[src/rtl/bus_demux_4_pkg.sv]
// Shared core types for the memory-path request demux: data width, target count
// and the demux FSM encoding.
package riscv_pkg;
  localparam int XLEN    = 32;
  localparam int NUM_TGT = 4;
  localparam int BE_W    = XLEN/8;

  typedef enum logic [1:0] {IDLE, REQ, WAIT, RESP} demux_state_e;
endpackage

[src/rtl/bus_demux_4_if.sv]
// Core-side request/response and per-target bus signals of the 1:4 demux.
// slave = the demux itself, master = the core plus targets around it.
interface bus_demux_4_if;
  import riscv_pkg::*;

  logic                            req_valid_i;
  logic                            req_ready_o;
  logic [XLEN-1:0]                 req_addr_i;
  logic                            req_we_i;
  logic [XLEN-1:0]                 req_wdata_i;
  logic [BE_W-1:0]                 req_be_i;
  logic                            resp_valid_o;
  logic [XLEN-1:0]                 resp_rdata_o;
  logic                            resp_err_o;
  logic [NUM_TGT-1:0]              tgt_req_valid_o;
  logic [NUM_TGT-1:0]              tgt_req_ready_i;
  logic [XLEN-1:0]                 tgt_addr_o;
  logic [XLEN-1:0]                 tgt_wdata_o;
  logic                            tgt_we_o;
  logic [BE_W-1:0]                 tgt_be_o;
  logic [NUM_TGT-1:0]              tgt_resp_valid_i;
  logic [NUM_TGT-1:0][XLEN-1:0]    tgt_resp_rdata_i;

  modport slave (
    input  req_valid_i, req_addr_i, req_we_i, req_wdata_i, req_be_i,
           tgt_req_ready_i, tgt_resp_valid_i, tgt_resp_rdata_i,
    output req_ready_o, resp_valid_o, resp_rdata_o, resp_err_o,
           tgt_req_valid_o, tgt_addr_o, tgt_wdata_o, tgt_we_o, tgt_be_o
  );

  modport master (
    output req_valid_i, req_addr_i, req_we_i, req_wdata_i, req_be_i,
           tgt_req_ready_i, tgt_resp_valid_i, tgt_resp_rdata_i,
    input  req_ready_o, resp_valid_o, resp_rdata_o, resp_err_o,
           tgt_req_valid_o, tgt_addr_o, tgt_wdata_o, tgt_we_o, tgt_be_o
  );
endinterface

[src/rtl/bus_demux_4_decode.sv]
// Address region decoder: per-region masked compare, lowest matching index wins.
module addr_region_decode import riscv_pkg::*; (
  input  logic [XLEN-1:0]              addr_i,
  input  logic [NUM_TGT-1:0][XLEN-1:0] base_i,
  input  logic [NUM_TGT-1:0][XLEN-1:0] mask_i,
  output logic                         hit_o,
  output logic [1:0]                   sel_o
);
  logic [NUM_TGT-1:0] match;

  for (genvar k = 0; k < NUM_TGT; k++) begin : g_match
    assign match[k] = ((addr_i & mask_i[k]) == (base_i[k] & mask_i[k]));
  end

  // Walk downwards so the lowest matching region overrides any higher one.
  always_comb begin
    hit_o = |match;
    sel_o = '0;
    for (int k = NUM_TGT-1; k >= 0; k--) begin
      if (match[k]) sel_o = 2'(k);
    end
  end
endmodule

[src/rtl/bus_demux_4.sv]
// Single-outstanding 1:4 request router: latches one core request, forwards it to
// the decoded target, returns its response or an error on no-hit / timeout.
module bus_demux_4 import riscv_pkg::*; #(
  parameter logic [XLEN-1:0] BASE0   = 32'h0000_0000,
  parameter logic [XLEN-1:0] BASE1   = 32'h1000_0000,
  parameter logic [XLEN-1:0] BASE2   = 32'h2000_0000,
  parameter logic [XLEN-1:0] BASE3   = 32'h3000_0000,
  parameter logic [XLEN-1:0] MASK0   = 32'hF000_0000,
  parameter logic [XLEN-1:0] MASK1   = 32'hF000_0000,
  parameter logic [XLEN-1:0] MASK2   = 32'hF000_0000,
  parameter logic [XLEN-1:0] MASK3   = 32'hF000_0000,
  parameter int              TIMEOUT = 64
) (
  input  logic          clk_i,
  input  logic          rst_ni,
  bus_demux_4_if.slave  bus
);
  localparam int              CNT_W   = $clog2(TIMEOUT+1);
  localparam logic [CNT_W-1:0] CNT_MAX = CNT_W'(TIMEOUT);
  localparam logic [CNT_W-1:0] TO_LAST = CNT_W'(TIMEOUT-1);

  demux_state_e    state_q, state_d;
  logic [1:0]      sel_q, sel_d;
  logic [XLEN-1:0] addr_q, addr_d, wdata_q, wdata_d, rdata_q, rdata_d;
  logic            we_q, we_d, err_q, err_d;
  logic [BE_W-1:0] be_q, be_d;
  logic [CNT_W-1:0] cnt_q, cnt_d;

  logic [NUM_TGT-1:0][XLEN-1:0] bases, masks;
  logic            dec_hit;
  logic [1:0]      dec_sel;
  logic            sel_rdy, sel_rsp, timed_out;

  assign bases = {BASE3, BASE2, BASE1, BASE0};
  assign masks = {MASK3, MASK2, MASK1, MASK0};

  addr_region_decode u_decode (
    .addr_i (bus.req_addr_i),
    .base_i (bases),
    .mask_i (masks),
    .hit_o  (dec_hit),
    .sel_o  (dec_sel)
  );

  assign sel_rdy   = bus.tgt_req_ready_i[sel_q];
  assign sel_rsp   = bus.tgt_resp_valid_i[sel_q];
  assign timed_out = (cnt_q >= TO_LAST);

  always_comb begin
    state_d = state_q;
    sel_d   = sel_q;
    addr_d  = addr_q;
    wdata_d = wdata_q;
    we_d    = we_q;
    be_d    = be_q;
    rdata_d = rdata_q;
    err_d   = err_q;
    cnt_d   = cnt_q;

    if ((state_q == REQ || state_q == WAIT) && cnt_q != CNT_MAX) cnt_d = cnt_q + 1'b1;

    unique case (state_q)
      IDLE: begin
        if (bus.req_valid_i) begin
          addr_d  = bus.req_addr_i;
          wdata_d = bus.req_wdata_i;
          we_d    = bus.req_we_i;
          be_d    = bus.req_be_i;
          cnt_d   = '0;
          if (dec_hit) begin
            sel_d   = dec_sel;
            state_d = REQ;
          end else begin
            rdata_d = '0;
            err_d   = 1'b1;
            state_d = RESP;
          end
        end
      end
      // A real response is checked before the timeout so it wins a same-cycle tie.
      REQ: begin
        if (sel_rdy && sel_rsp) begin
          rdata_d = bus.tgt_resp_rdata_i[sel_q];
          err_d   = 1'b0;
          state_d = RESP;
        end else if (timed_out) begin
          rdata_d = '0;
          err_d   = 1'b1;
          state_d = RESP;
        end else if (sel_rdy) begin
          state_d = WAIT;
        end
      end
      WAIT: begin
        if (sel_rsp) begin
          rdata_d = bus.tgt_resp_rdata_i[sel_q];
          err_d   = 1'b0;
          state_d = RESP;
        end else if (timed_out) begin
          rdata_d = '0;
          err_d   = 1'b1;
          state_d = RESP;
        end
      end
      RESP:    state_d = IDLE;
      default: state_d = IDLE;
    endcase
  end

  always_ff @(posedge clk_i or negedge rst_ni) begin
    if (!rst_ni) begin
      state_q <= IDLE;
      sel_q   <= '0;
      addr_q  <= '0;
      wdata_q <= '0;
      we_q    <= 1'b0;
      be_q    <= '0;
      rdata_q <= '0;
      err_q   <= 1'b0;
      cnt_q   <= '0;
    end else begin
      state_q <= state_d;
      sel_q   <= sel_d;
      addr_q  <= addr_d;
      wdata_q <= wdata_d;
      we_q    <= we_d;
      be_q    <= be_d;
      rdata_q <= rdata_d;
      err_q   <= err_d;
      cnt_q   <= cnt_d;
    end
  end

  always_comb begin
    bus.tgt_req_valid_o = '0;
    if (state_q == REQ) bus.tgt_req_valid_o[sel_q] = 1'b1;
  end

  assign bus.req_ready_o  = (state_q == IDLE);
  assign bus.resp_valid_o = (state_q == RESP);
  assign bus.resp_rdata_o = rdata_q;
  assign bus.resp_err_o   = err_q;
  assign bus.tgt_addr_o   = addr_q;
  assign bus.tgt_wdata_o  = wdata_q;
  assign bus.tgt_we_o     = we_q;
  assign bus.tgt_be_o     = be_q;
endmodule

[src/flat_wrapper.sv]
// flat-port wrapper written by rule: the top's interface ports become plain ports
module bus_demux_4_flat import riscv_pkg::*;
#(
  parameter logic [XLEN-1:0] BASE0   = 32'h0000_0000,
  parameter logic [XLEN-1:0] BASE1   = 32'h1000_0000,
  parameter logic [XLEN-1:0] BASE2   = 32'h2000_0000,
  parameter logic [XLEN-1:0] BASE3   = 32'h3000_0000,
  parameter logic [XLEN-1:0] MASK0   = 32'hF000_0000,
  parameter logic [XLEN-1:0] MASK1   = 32'hF000_0000,
  parameter logic [XLEN-1:0] MASK2   = 32'hF000_0000,
  parameter logic [XLEN-1:0] MASK3   = 32'hF000_0000,
  parameter int              TIMEOUT = 64
)
  (clk_i, rst_ni, bus_req_valid_i, bus_req_addr_i, bus_req_we_i, bus_req_wdata_i, bus_req_be_i, bus_tgt_req_ready_i, bus_tgt_resp_valid_i, bus_tgt_resp_rdata_i, bus_req_ready_o, bus_resp_valid_o, bus_resp_rdata_o, bus_resp_err_o, bus_tgt_req_valid_o, bus_tgt_addr_o, bus_tgt_wdata_o, bus_tgt_we_o, bus_tgt_be_o);
  bus_demux_4_if bus_i ();
  input  logic clk_i;
  input  logic rst_ni;
  input wire logic [$bits(bus_i.req_valid_i)-1:0] bus_req_valid_i;
  input wire logic [$bits(bus_i.req_addr_i)-1:0] bus_req_addr_i;
  input wire logic [$bits(bus_i.req_we_i)-1:0] bus_req_we_i;
  input wire logic [$bits(bus_i.req_wdata_i)-1:0] bus_req_wdata_i;
  input wire logic [$bits(bus_i.req_be_i)-1:0] bus_req_be_i;
  input wire logic [$bits(bus_i.tgt_req_ready_i)-1:0] bus_tgt_req_ready_i;
  input wire logic [$bits(bus_i.tgt_resp_valid_i)-1:0] bus_tgt_resp_valid_i;
  input wire logic [$bits(bus_i.tgt_resp_rdata_i)-1:0] bus_tgt_resp_rdata_i;
  output wire logic [$bits(bus_i.req_ready_o)-1:0] bus_req_ready_o;
  output wire logic [$bits(bus_i.resp_valid_o)-1:0] bus_resp_valid_o;
  output wire logic [$bits(bus_i.resp_rdata_o)-1:0] bus_resp_rdata_o;
  output wire logic [$bits(bus_i.resp_err_o)-1:0] bus_resp_err_o;
  output wire logic [$bits(bus_i.tgt_req_valid_o)-1:0] bus_tgt_req_valid_o;
  output wire logic [$bits(bus_i.tgt_addr_o)-1:0] bus_tgt_addr_o;
  output wire logic [$bits(bus_i.tgt_wdata_o)-1:0] bus_tgt_wdata_o;
  output wire logic [$bits(bus_i.tgt_we_o)-1:0] bus_tgt_we_o;
  output wire logic [$bits(bus_i.tgt_be_o)-1:0] bus_tgt_be_o;
  assign bus_i.req_valid_i = bus_req_valid_i;
  assign bus_i.req_addr_i = bus_req_addr_i;
  assign bus_i.req_we_i = bus_req_we_i;
  assign bus_i.req_wdata_i = bus_req_wdata_i;
  assign bus_i.req_be_i = bus_req_be_i;
  assign bus_i.tgt_req_ready_i = bus_tgt_req_ready_i;
  assign bus_i.tgt_resp_valid_i = bus_tgt_resp_valid_i;
  assign bus_i.tgt_resp_rdata_i = bus_tgt_resp_rdata_i;
  assign bus_req_ready_o = bus_i.req_ready_o;
  assign bus_resp_valid_o = bus_i.resp_valid_o;
  assign bus_resp_rdata_o = bus_i.resp_rdata_o;
  assign bus_resp_err_o = bus_i.resp_err_o;
  assign bus_tgt_req_valid_o = bus_i.tgt_req_valid_o;
  assign bus_tgt_addr_o = bus_i.tgt_addr_o;
  assign bus_tgt_wdata_o = bus_i.tgt_wdata_o;
  assign bus_tgt_we_o = bus_i.tgt_we_o;
  assign bus_tgt_be_o = bus_i.tgt_be_o;
  bus_demux_4 #(.BASE0(BASE0), .BASE1(BASE1), .BASE2(BASE2), .BASE3(BASE3), .MASK0(MASK0), .MASK1(MASK1), .MASK2(MASK2), .MASK3(MASK3), .TIMEOUT(TIMEOUT)) u_core (.clk_i(clk_i), .rst_ni(rst_ni), .bus(bus_i));
endmodule
[config.mk]
export PLATFORM = sky130hd
export DESIGN_NAME = bus_demux_4_flat
export DESIGN_NICKNAME = d
export VERILOG_FILES = /design/src/rtl/bus_demux_4_pkg.sv /design/src/rtl/bus_demux_4_if.sv /design/src/rtl/bus_demux_4_decode.sv /design/src/rtl/bus_demux_4.sv /design/src/flat_wrapper.sv
export SDC_FILE = /design/constraint.sdc
export NUM_CORES = 1
export LEC_CHECK = 0
export CORE_MARGIN = 2
export CORE_UTILIZATION = 48
export CTS_BUF_LIST = sky130_fd_sc_hd__clkbuf_8
export CTS_CLUSTER_DIAMETER = 150
export DETAILED_ROUTE_END_ITERATION = 10
export PLACE_DENSITY = 0.95
export SLEW_MARGIN = 0
export SYNTH_ARGS = -nofsm -noshare
export SYNTH_HDL_FRONTEND = slang
export SYNTH_HIERARCHICAL = 1
export SYNTH_SLANG_ARGS = --single-unit
[constraint.sdc]
create_clock -name clk_i -period 4.4 [get_ports clk_i]
set_input_delay 0.66 -clock clk_i [delete_from_list [all_inputs] [get_ports clk_i]]
set_output_delay 0.66 -clock clk_i [all_outputs]
set_load 0.05 [all_outputs]
**Yosys cells after proc, flatten, opt, wreduce, memory -nomap -nowiden**

Cells that the tools add are included.

- $add $sub $neg: 1
- $lt $le $gt $ge: 3
- Equality and inequality tests: 11
- Multiplexer cells: 36
- Reduce and logical (&&, ||, !) cells: 12

Operators by type and width:

| operator | number |
|---|---|
| $mux W32 | 6 |
| $pmux W32 S3 | 1 |
| $bmux W32 S2 | 1 |
| $logic_not A32 Y1 | 1 |
| $mux W2 | 11 |
| $mux W7 | 3 |
| $reduce_and A3 Y1 | 3 |
| $eq A4 B2 Y1 const B | 2 |
| $mux W1 | 8 |
| $pmux W2 S4 | 1 |
| $add A7 B1 Y7 const B | 1 |
| $ge A7 B6 Y1 const B | 1 |
| $ne A7 B7 Y1 const B | 1 |
| $bmux W1 S2 | 2 |
| $eq A2 B2 Y1 const B | 2 |
| $eq A4 B1 Y1 const B | 1 |
| $mux W4 | 1 |
| $ne A2 B2 Y1 const B | 2 |
| $ne A4 B1 Y1 const B | 1 |
| $reduce_or A4 Y1 | 1 |
| $logic_and A1 B1 Y1 | 3 |
| $lt A2 B3 Y1 const B | 1 |
| $ne A3 B1 Y1 const B | 1 |
| $pmux W1 S3 | 1 |
| other kinds (7) | 7 |

- Register bits: 113
- Bits of input ports: 208
- Word-level logic and storage cells: 72

**Longest topological paths before layout**

Gate-level depths: netlist of the first run.

- Depth after elaboration: 6
- Depth in mapped cells: 11
- Depth with buffers taken out: 10

**Hierarchy**

The synthesis of the first run kept the hierarchy.

By module, submodules not included:

| module | instances | cells an instance | area each (um2) |
|---|---|---|---|
| bus_demux_4 | 1 | 558 | 5,694.2 |
| addr_region_decode | 1 | 218 | 1,783.0 |

**Worst setup path before layout of the first run**

Ideal clock, no wire load.

- Path type: input to register
- Start: in bus_req_addr_i[31]
- End: reg u_core.rdata_q[30], in the netlist u_core/bus.resp_rdata_o[30]
- Data arrival time: 2,538 ps
- Data required time: 4,267 ps
- Setup slack: 1,729 ps
- Cell stages on the path: 11
- Buffers on the path: 1
- Cells stage by stage: xor2_1 > a22oi_1 > nand4_1 > or4_1 > nor2b_4 > nand2_1 > nand2b_1 > a21oi_1 > nand4_1 > buf_2 > o22ai_1

- Word-level cells in the longest chain between the ends: 4

Ends and longest elaborated chain:

| what | line | source |
|---|---|---|
| from (decl) | flat_wrapper.sv:19 | `input wire logic [$bits(bus_i.req_addr_i)-1:0] bus_req_addr_i;` |
| $logic_not A32 Y1, or another cell as far along | bus_demux_4_decode.sv:12 | `assign match[k] = ((addr_i & mask_i[k]) == (base_i[k] & mask_i[k]));` |
| $reduce_or A4 Y1 (*) | bus_demux_4_decode.sv:17 | `hit_o = \|match;` |
| named net u_core.dec_hit | bus_demux_4.sv:30 | `logic dec_hit;` |
| $ne A2 B2 Y1 (no line) (*) | -- |  |
| $reduce_and A3 Y1 (no line) (*) | -- |  |
| to (signal assigned) | bus_demux_4.sv:128 | `rdata_q <= rdata_d;` |
| to (decl) | bus_demux_4.sv:24 | `logic [XLEN-1:0] addr_q, addr_d, wdata_q, wdata_d, rdata_q, rdata_d;` |

The timed path passes the listed nets; every way through them passes the cells marked *.
A chain may end at the register's enable or synchronous reset.

**Final worst setup path of the first run**

- Start: in bus_req_addr_i[31]
- End: reg u_core.rdata_q[7], in the netlist u_core/bus.resp_rdata_o[7]

The elaborated chain is that of the path after synthesis.

==> metrics, run 1 <==
combinational group share of total power=0.591; drt wl/cell=15.9 um; Clock Pin Slew Worst Setup and Hold Paths=0.08 ns; Setup TNS=0 ns; maximum vdd drop=0.503 mV; clock tree from TritonCTS=built; core box area=approximately 15000 sq um; slowest library cell on the worst path=sky130_fd_sc_hd__clkdlybuf4s50_1; sequential cell area=2830 sq um; path length in cells of the critical path=12; most area-consuming cells after synthesis=sky130_fd_sc_hd__dfrtp_1 38%, sky130_fd_sc_hd__xor2_1 16%, sky130_fd_sc_hd__nand2_1 11%; flip-flop and latch count after synthesis=113; Top FF cell, synth=sky130_fd_sc_hd__dfrtp_1; area of combinational cells with multiple inputs=5180 sq um; post-synthesis instance area=7480 sq um; maximum net fanout on the critical path=32; count of buffers inserted at the top-level ports=315; max cap viols=0; total track usage=0.298; GP Congestion=0.872; cell family with the largest share of critical-path delay=simple AND/OR/NAND/NOR gates; total power divided by cell area=544 nW/um^2; antenna violations before repair=3; Synth warnings=6; Routed met1 length=around 8.9 mm; cell taking the most area after synthesis=sky130_fd_sc_hd__dfrtp_1; mean instance size in the synthesized netlist=9.64 sq um; Crit path largest cell delay=0.56 ns; share of the synthesized area in the top cell type=0.378; clock skew=0.0136 ns; area added between synthesis and finish=61.8%; Layout Nets=1553; number of filler instances in the final layout=between 900 and 1000; top layer reached by signal wires=met4; remaining antenna violation count=0; violation count after the first detailed-route iteration=between 400 and 500; launching instance or port of the critical path=bus_req_addr_i[31]; final count of hold timing violations=0; CP Class=in -> reg; endpoint required time on the critical path=4.69 ns; post-cts sizing count=0; TritonCTS Buffers=17; Met3 Wirelength=1.69 mm; Via Count=7410; final-report max-slew violation count=0; first-pass GRT wire length=~38 mm; clock share of power=0.146; run status=complete, no violations; Net Sw Frac=0.501; worst endpoint data arrival time=3.55 ns; share of the core filled with cells=0.796; internal power contribution=roughly 0.0033 W; site row count=45; critical-path cell list=clkdlybuf4s50_1, xor2_1, a22oi_1, nand4_1, or4_1, nor2b_4, nand2_1, nand2b_1, a21oi_1, nand4_1, buf_4, o22ai_2; dominant cell by count in the synthesized netlist=sky130_fd_sc_hd__nand2_1; setup repair after global routing missed its margin=false; slew at the pin closest to its max-slew limit=1.14 ns; HPWL after detailed placement=19.0 mm; sort of element at the end of the critical path=flip-flop; maximum number of pins on one net before global-route repair=86; most frequent cells after synthesis=214 x sky130_fd_sc_hd__nand2_1, 133 x sky130_fd_sc_hd__xor2_1, 113 x sky130_fd_sc_hd__dfrtp_1, 71 x sky130_fd_sc_hd__inv_1, 65 x sky130_fd_sc_hd__a22oi_1; Async S/R FF share, synth=1.00; Worst Setup Start Kind=primary input; number of cells produced by synthesis=776; starting density of the core=0.492; register area share after synthesis=0.378; count of distinct cell types in the synthesized netlist=41; cts-stage hold buffer count=0; vias in the first global route=~7600; count of flip-flops with a built-in enable after synthesis=0; endpoints failing setup=0; Worst Hold Class=in -> async; total wire length=24.5 mm; Relative slew margins=0.236; horizontal extent of the die=129 um; source of the worst register-to-register timing path=u_core/sel_q[0]; area of the die=between 15000 and 20000 sq um; DRT Pass-1 Iters=5; depth of the worst register-to-register path=6; total congestion overflow=0; number of placed I/O pins=316; Detail Route met2 WL=12.8 mm; Tmin final=3.26 ns; detailed-route DRC error count=0; total power=0.00658 W; Switch Pwr=0.00330 W; Pleak=5.80 nW; crit-path most repeated cell=sky130_fd_sc_hd__nand4_1; number of buffers on the longest clock path=2; Final Cycle Share=0.741; layout cell share with drive strength beyond 1=0.0829; root buf cell=sky130_fd_sc_hd__clkbuf_8; detail-routed via count per cell=4.81; sequential power share=0.263; depth of the CTS H-tree=4; Highest Clock Rate=307 MHz; chip height=129 um; combined buffer and inverter count along the critical path=2; Skew-Pair Late Insertion Delay=0.44 ns; clock sinks=113; post-CTS setup buffer count=0
==> cell usage in the layout (no fill, tap or decap), types with 4 or more instances in the layout <==
cell	n
sky130_fd_sc_hd__clkdlybuf4s50_1	314
sky130_fd_sc_hd__conb_1	256
sky130_fd_sc_hd__nand2_1	213
sky130_fd_sc_hd__xor2_1	133
sky130_fd_sc_hd__dfrtp_1	111
sky130_fd_sc_hd__inv_1	73
sky130_fd_sc_hd__a22oi_1	65
sky130_fd_sc_hd__mux4_2	34
sky130_fd_sc_hd__o22ai_2	30
sky130_fd_sc_hd__nand4_1	20
sky130_fd_sc_hd__clkbuf_8	17
sky130_fd_sc_hd__nor2_1	14
sky130_fd_sc_hd__buf_4	8
sky130_fd_sc_hd__a21oi_1	6
sky130_fd_sc_hd__ha_1	6
sky130_fd_sc_hd__mux2i_1	4
==> path summary, 6_finish.rpt <==
kind                                                     to  slack (ns)
worst min register to register    u_core/bus.tgt_addr_o[26]        0.47
min in group clk_i                u_core/bus.tgt_addr_o[26]        0.47
max in group asynchronous               u_core/bus.tgt_we_o        2.95
worst max-delay path             u_core/bus.resp_rdata_o[7]        1.14
worst max register to register   u_core/bus.resp_rdata_o[7]        1.56
worst min-delay path            u_core/bus.resp_rdata_o[16]        0.43
==> routing by layer <==
metal / up-vias / global-route usage
met5: - / 0
met4: 0 / 0.167
met2: 321 / 0.537
li1: 3508 / -
met1: 3502 / 0.318
met3: 79 / 0.0757
==> through the flow <==
step | cell area, sq um | setup slack [ns] | std cells | hold WS (ns)
after floorplan | 8430 | 1.73 | 1030 | 0.364
after global placement | 11700 | 0.801 | 1508 | 0.457
after detailed placement | 11700 | 0.722 | 1508 | 0.461
after CTS | 12100 | 1.11 | 1539 | 0.441
after global routing | 12100 | 0.952 | 1542 | 0.490
final | 12100 | 1.14 | 1542 | 0.427
==> state kept, by name, indices dropped and copies added (netlist names) <==
register / cells
u_core/bus.resp_rdata_o: 32
u_core/state_q: 2
u_core/bus.resp_err_o: 1
u_core/cnt_q: 7
u_core/bus.tgt_we_o: 1
u_core/bus.tgt_wdata_o: 32
u_core/bus.tgt_addr_o: 32
u_core/bus.tgt_be_o: 4
u_core/sel_q: 2
==> worst reg2reg max path, delay by kind of cell, from the launching register on <==
kind	cells	cell delay [ns]
AO/OA/AOI/OAI	3	0.54
buffers and inverters	2	0.73
flip-flops	1	0.83
multiplexers	1	0.65
==> power by group through the flow <==
stage          clock network, W  logic, W  registers [W]
3_3_place_gp                  0   0.00378        0.00171
6_report               0.000965   0.00389        0.00173
5_1_grt                 0.00103   0.00410        0.00178
3_5_place_dp                  0   0.00386        0.00174
4_1_cts                0.000983   0.00387        0.00173
2_1_floorplan                 0   0.00118        0.00310
==> logic make-up (layout without fill, tap and decap cells) <==
group | after synthesis | in the layout | share of synthesized area
adders and majority gates | 6 | 6 | 0.0100
other | 2 | 259 | 0.00100
buffers and inverters | 103 | 424 | 0.0571
DFF | 113 | 113 | 0.378
and+or+nand+nor | 263 | 263 | 0.148
xor gates and xnor gates | 134 | 134 | 0.157
AOI/OAI and AO/OA | 115 | 115 | 0.138
muxes | 40 | 40 | 0.111
==> cell type report <==
type                            count  share of cell area
Clock buffer                       17              0.0193
Antenna cell                        3            0.000620
Inverter                           71              0.0220
Clock inverter                     14              0.0119
Multi-Input combinational cell    814               0.428
Sequential cell                   113               0.234
Timing Repair Buffer              322               0.265
Tap cell                          188              0.0194
Power figures use the tool's default switching activity.
==> run 2, diff against run 1 <==
--- a/config.mk
+++ b/config.mk
@@ -6,11 +6,11 @@
 export NUM_CORES = 1
 export LEC_CHECK = 0
 export CORE_MARGIN = 2
-export CORE_UTILIZATION = 48
+export CORE_UTILIZATION = 45
 export CTS_BUF_LIST = sky130_fd_sc_hd__clkbuf_8
 export CTS_CLUSTER_DIAMETER = 150
 export DETAILED_ROUTE_END_ITERATION = 10
-export PLACE_DENSITY = 0.95
+export PLACE_DENSITY = 0.93
 export SLEW_MARGIN = 0
 export SYNTH_ARGS = -nofsm -noshare
 export SYNTH_HDL_FRONTEND = slang
==> constraint.sdc (replaced) <==
create_clock -name clk_i -period 3.1 [get_ports clk_i]
set_input_delay 0.465 -clock clk_i [delete_from_list [all_inputs] [get_ports clk_i]]
set_output_delay 0.465 -clock clk_i [all_outputs]
set_load 0.05 [all_outputs]
==> run 2 against run 1 <==
Worst hold slack better by 0.045 ns. Cell count is 3.0% higher. Die area is 6.5% higher. Register-to-register slack worse by 0.78 ns. Clock skew is 0.0023 ns higher. Critical endpoint unchanged. Largest cell class unchanged.
==> metrics, run 2 (synthesis gave the netlist of run 1 again) <==
run status=complete, no violations; area of the die=about 18000 sq um; number of buffers on the longest clock path=2; TritonCTS Buffers=17; Worst Hold Class=reg -> reg; Layout Nets=1566; Pleak=slightly below 6 nW; Min-Delay Startpoint=u_core/bus.tgt_wdata_o[24]; remaining antenna violation count=0; Skew-Pair Late Insertion Delay=0.43 ns; starting density of the core=0.456; most frequent cells in the layout=314 x sky130_fd_sc_hd__clkdlybuf4s50_1, 256 x sky130_fd_sc_hd__conb_1, 213 x sky130_fd_sc_hd__nand2_1; area added between synthesis and finish=64.1%; max cap viols=0; CP Class=in -> reg; setup repair after global routing missed its margin=false; final-report max-slew violation count=0; first-pass GRT wire length=just under 40 mm; DRT Pass-1 Iters=4; maximum net fanout on the critical path=16; Clock Pin Slew Worst Setup and Hold Paths=0.07 ns; count of buffers inserted at the top-level ports=315; post-CTS setup buffer count=0; Final Cycle Share=0.933; HPWL after detailed placement=19.2 mm; Post-Layout Inst Area=12300 sq um; Via Count=7389; clock skew=around 0.016 ns; number of filler instances in the final layout=about 1100; total power=around 0.0093 W; vias in the first global route=7679; Tmin final=2.89 ns; source of the worst register-to-register timing path=u_core/sel_q[0]; endpoint required time on the critical path=3.43 ns; root buf cell=sky130_fd_sc_hd__clkbuf_8; clock tree from TritonCTS=built; post-detailed-placement cell area=11900 sq um; Worst R2R End=u_core/bus.resp_rdata_o[7]; total congestion overflow=0; GP Congestion=0.964; clock sinks=approximately 110; antenna violations before repair=4; drt wl/cell=~16 um; reg-to-reg slack, setup=between 0.7 and 0.8 ns; layout cell share with drive strength beyond 1=0.0894; total power divided by cell area=761 nW/um^2; endpoints failing setup=0; maximum vdd drop=0.723 mV; worst endpoint data arrival time=3.22 ns; total track usage=0.280; number of placed I/O pins=between 300 and 400; maximum number of pins on one net before global-route repair=76; horizontal extent of the die=around 130 um; post-route non-filler standard cell count=1589; site row count=between 40 and 50; depth of the worst register-to-register path=5; Relative slew margins=0.507; core box area=16400 sq um; Worst Setup Start Kind=primary input; Setup TNS=0 ns; chip height=133 um; detailed-route DRC error count=0; Highest Clock Rate=346 MHz; slew at the pin closest to its max-slew limit=0.739 ns; violation count after the first detailed-route iteration=roughly 300; post-cts sizing count=0; depth of the CTS H-tree=4; worst hold endpoint=u_core/bus.tgt_wdata_o[24]; detail-routed via count per cell=4.65; final count of hold timing violations=0; total wire length=24.6 mm; number of placed instances, taps included=1552; Hold Path Depth=2; commonest non-fill, non-tap cell in the layout=sky130_fd_sc_hd__clkdlybuf4s50_1; sort of element at the end of the critical path=flip-flop
==> run 2: changes by cell type in the layout (fill, tap and decap cells not counted) <==
cell	change
sky130_fd_sc_hd__clkinvlp_4	-2
sky130_fd_sc_hd__inv_1	+3
sky130_fd_sc_hd__bufinv_16	-1
sky130_fd_sc_hd__clkinv_2	+3
sky130_fd_sc_hd__buf_12	+5
sky130_fd_sc_hd__buf_4	+7
sky130_fd_sc_hd__diode_2	+1
sky130_fd_sc_hd__inv_6	-2
sky130_fd_sc_hd__dlygate4sd3_1	+1
==> run 2: how the worst max path moves through the flow <==
stage                        from                     endpoint  depth (start not counted)  slack [ns]
2_1_floorplan  bus_req_addr_i[31]  u_core/bus.resp_rdata_o[30]                         11        0.62
3_3_place_gp   bus_req_addr_i[31]   u_core/bus.resp_rdata_o[6]                         12        0.01
3_5_place_dp   bus_req_addr_i[30]   u_core/bus.resp_rdata_o[7]                         12       -0.14
4_1_cts        bus_req_addr_i[30]   u_core/bus.resp_rdata_o[7]                         12        0.29
5_1_grt        bus_req_addr_i[28]   u_core/bus.resp_rdata_o[7]                         12        0.18
6_report       bus_req_addr_i[30]   u_core/bus.resp_rdata_o[7]                         12        0.21
==> run 2: power breakdown <==
group / internal (W) / switching (W) / total [W]
clock network: 0.000613 / 0.000625 / 0.00124
logic: 0.00198 / 0.00365 / 0.00563
registers: 0.00208 / 0.000383 / 0.00247
total: 0.00468 / 0.00466 / 0.00934
==> run 2: timing repair <==
| item | CTS | global route |
|---|---|---|
| endpoints found under the setup margin | 0 | 0 |
| endpoints found under the hold margin | 2 | 0 |
| hold buffers | 1 | 0 |
==> run 2: layer usage <==
| metal | vias to the layer above | part of all wire | track usage |
|---|---|---|---|
| met5 | - | 0.00069 | 0 |
| met4 | 2 | 0.036 | 0.139 |
| met3 | 70 | 0.070 | 0.0866 |
| met2 | 268 | 0.53 | 0.505 |
| met1 | 3512 | 0.36 | 0.294 |
| li1 | 3537 | - | - |
==> run 2: metrics by stage <==
step | utilization | hold slack (ns) | setup slack [ns]
final | 0.748 | 0.471 | 0.207
after floorplan | - | 0.169 | 0.624
after detailed placement | 0.726 | 0.461 | -0.143
after CTS | 0.747 | 0.478 | 0.291
after global routing | 0.748 | 0.496 | 0.182
after global placement | 0.726 | 0.457 | 0.0132
==> run 2: critical path, stage by stage <==
cell                              delay (ns)
sky130_fd_sc_hd__clkdlybuf4s50_1        0.43
sky130_fd_sc_hd__xor2_1                 0.17
sky130_fd_sc_hd__a22oi_1                0.20
sky130_fd_sc_hd__nand4_1                0.16
sky130_fd_sc_hd__or4_1                  0.60
sky130_fd_sc_hd__nor2b_4                0.16
sky130_fd_sc_hd__nand2_1                0.13
sky130_fd_sc_hd__nand2b_1               0.16
sky130_fd_sc_hd__a21o_1                 0.19
sky130_fd_sc_hd__a41oi_4                0.10
sky130_fd_sc_hd__buf_12                 0.26
sky130_fd_sc_hd__o22ai_2                0.18
==> run 2: layout make-up <==
type                    count  area [sq um]  share of cell area
diodes                      4          10.0            0.000816
repair buffers            335          3370               0.274
well taps                 220           275              0.0224
multi-input cells         814          5180               0.422
clock buffers              17           234              0.0191
inverters                  71           267              0.0217
flip-flops and latches    113          2830               0.231
clock inverters            15           108             0.00877
==> run 3, diff against run 2 <==
--- a/config.mk
+++ b/config.mk
@@ -5,6 +5,7 @@
 export SDC_FILE = /design/constraint.sdc
 export NUM_CORES = 1
 export LEC_CHECK = 0
+export CAP_MARGIN = 20
 export CORE_MARGIN = 2
 export CORE_UTILIZATION = 45
 export CTS_BUF_LIST = sky130_fd_sc_hd__clkbuf_8
==> results of run 3 <==
Final layout, timing and power as in run 2 (identical DEF).
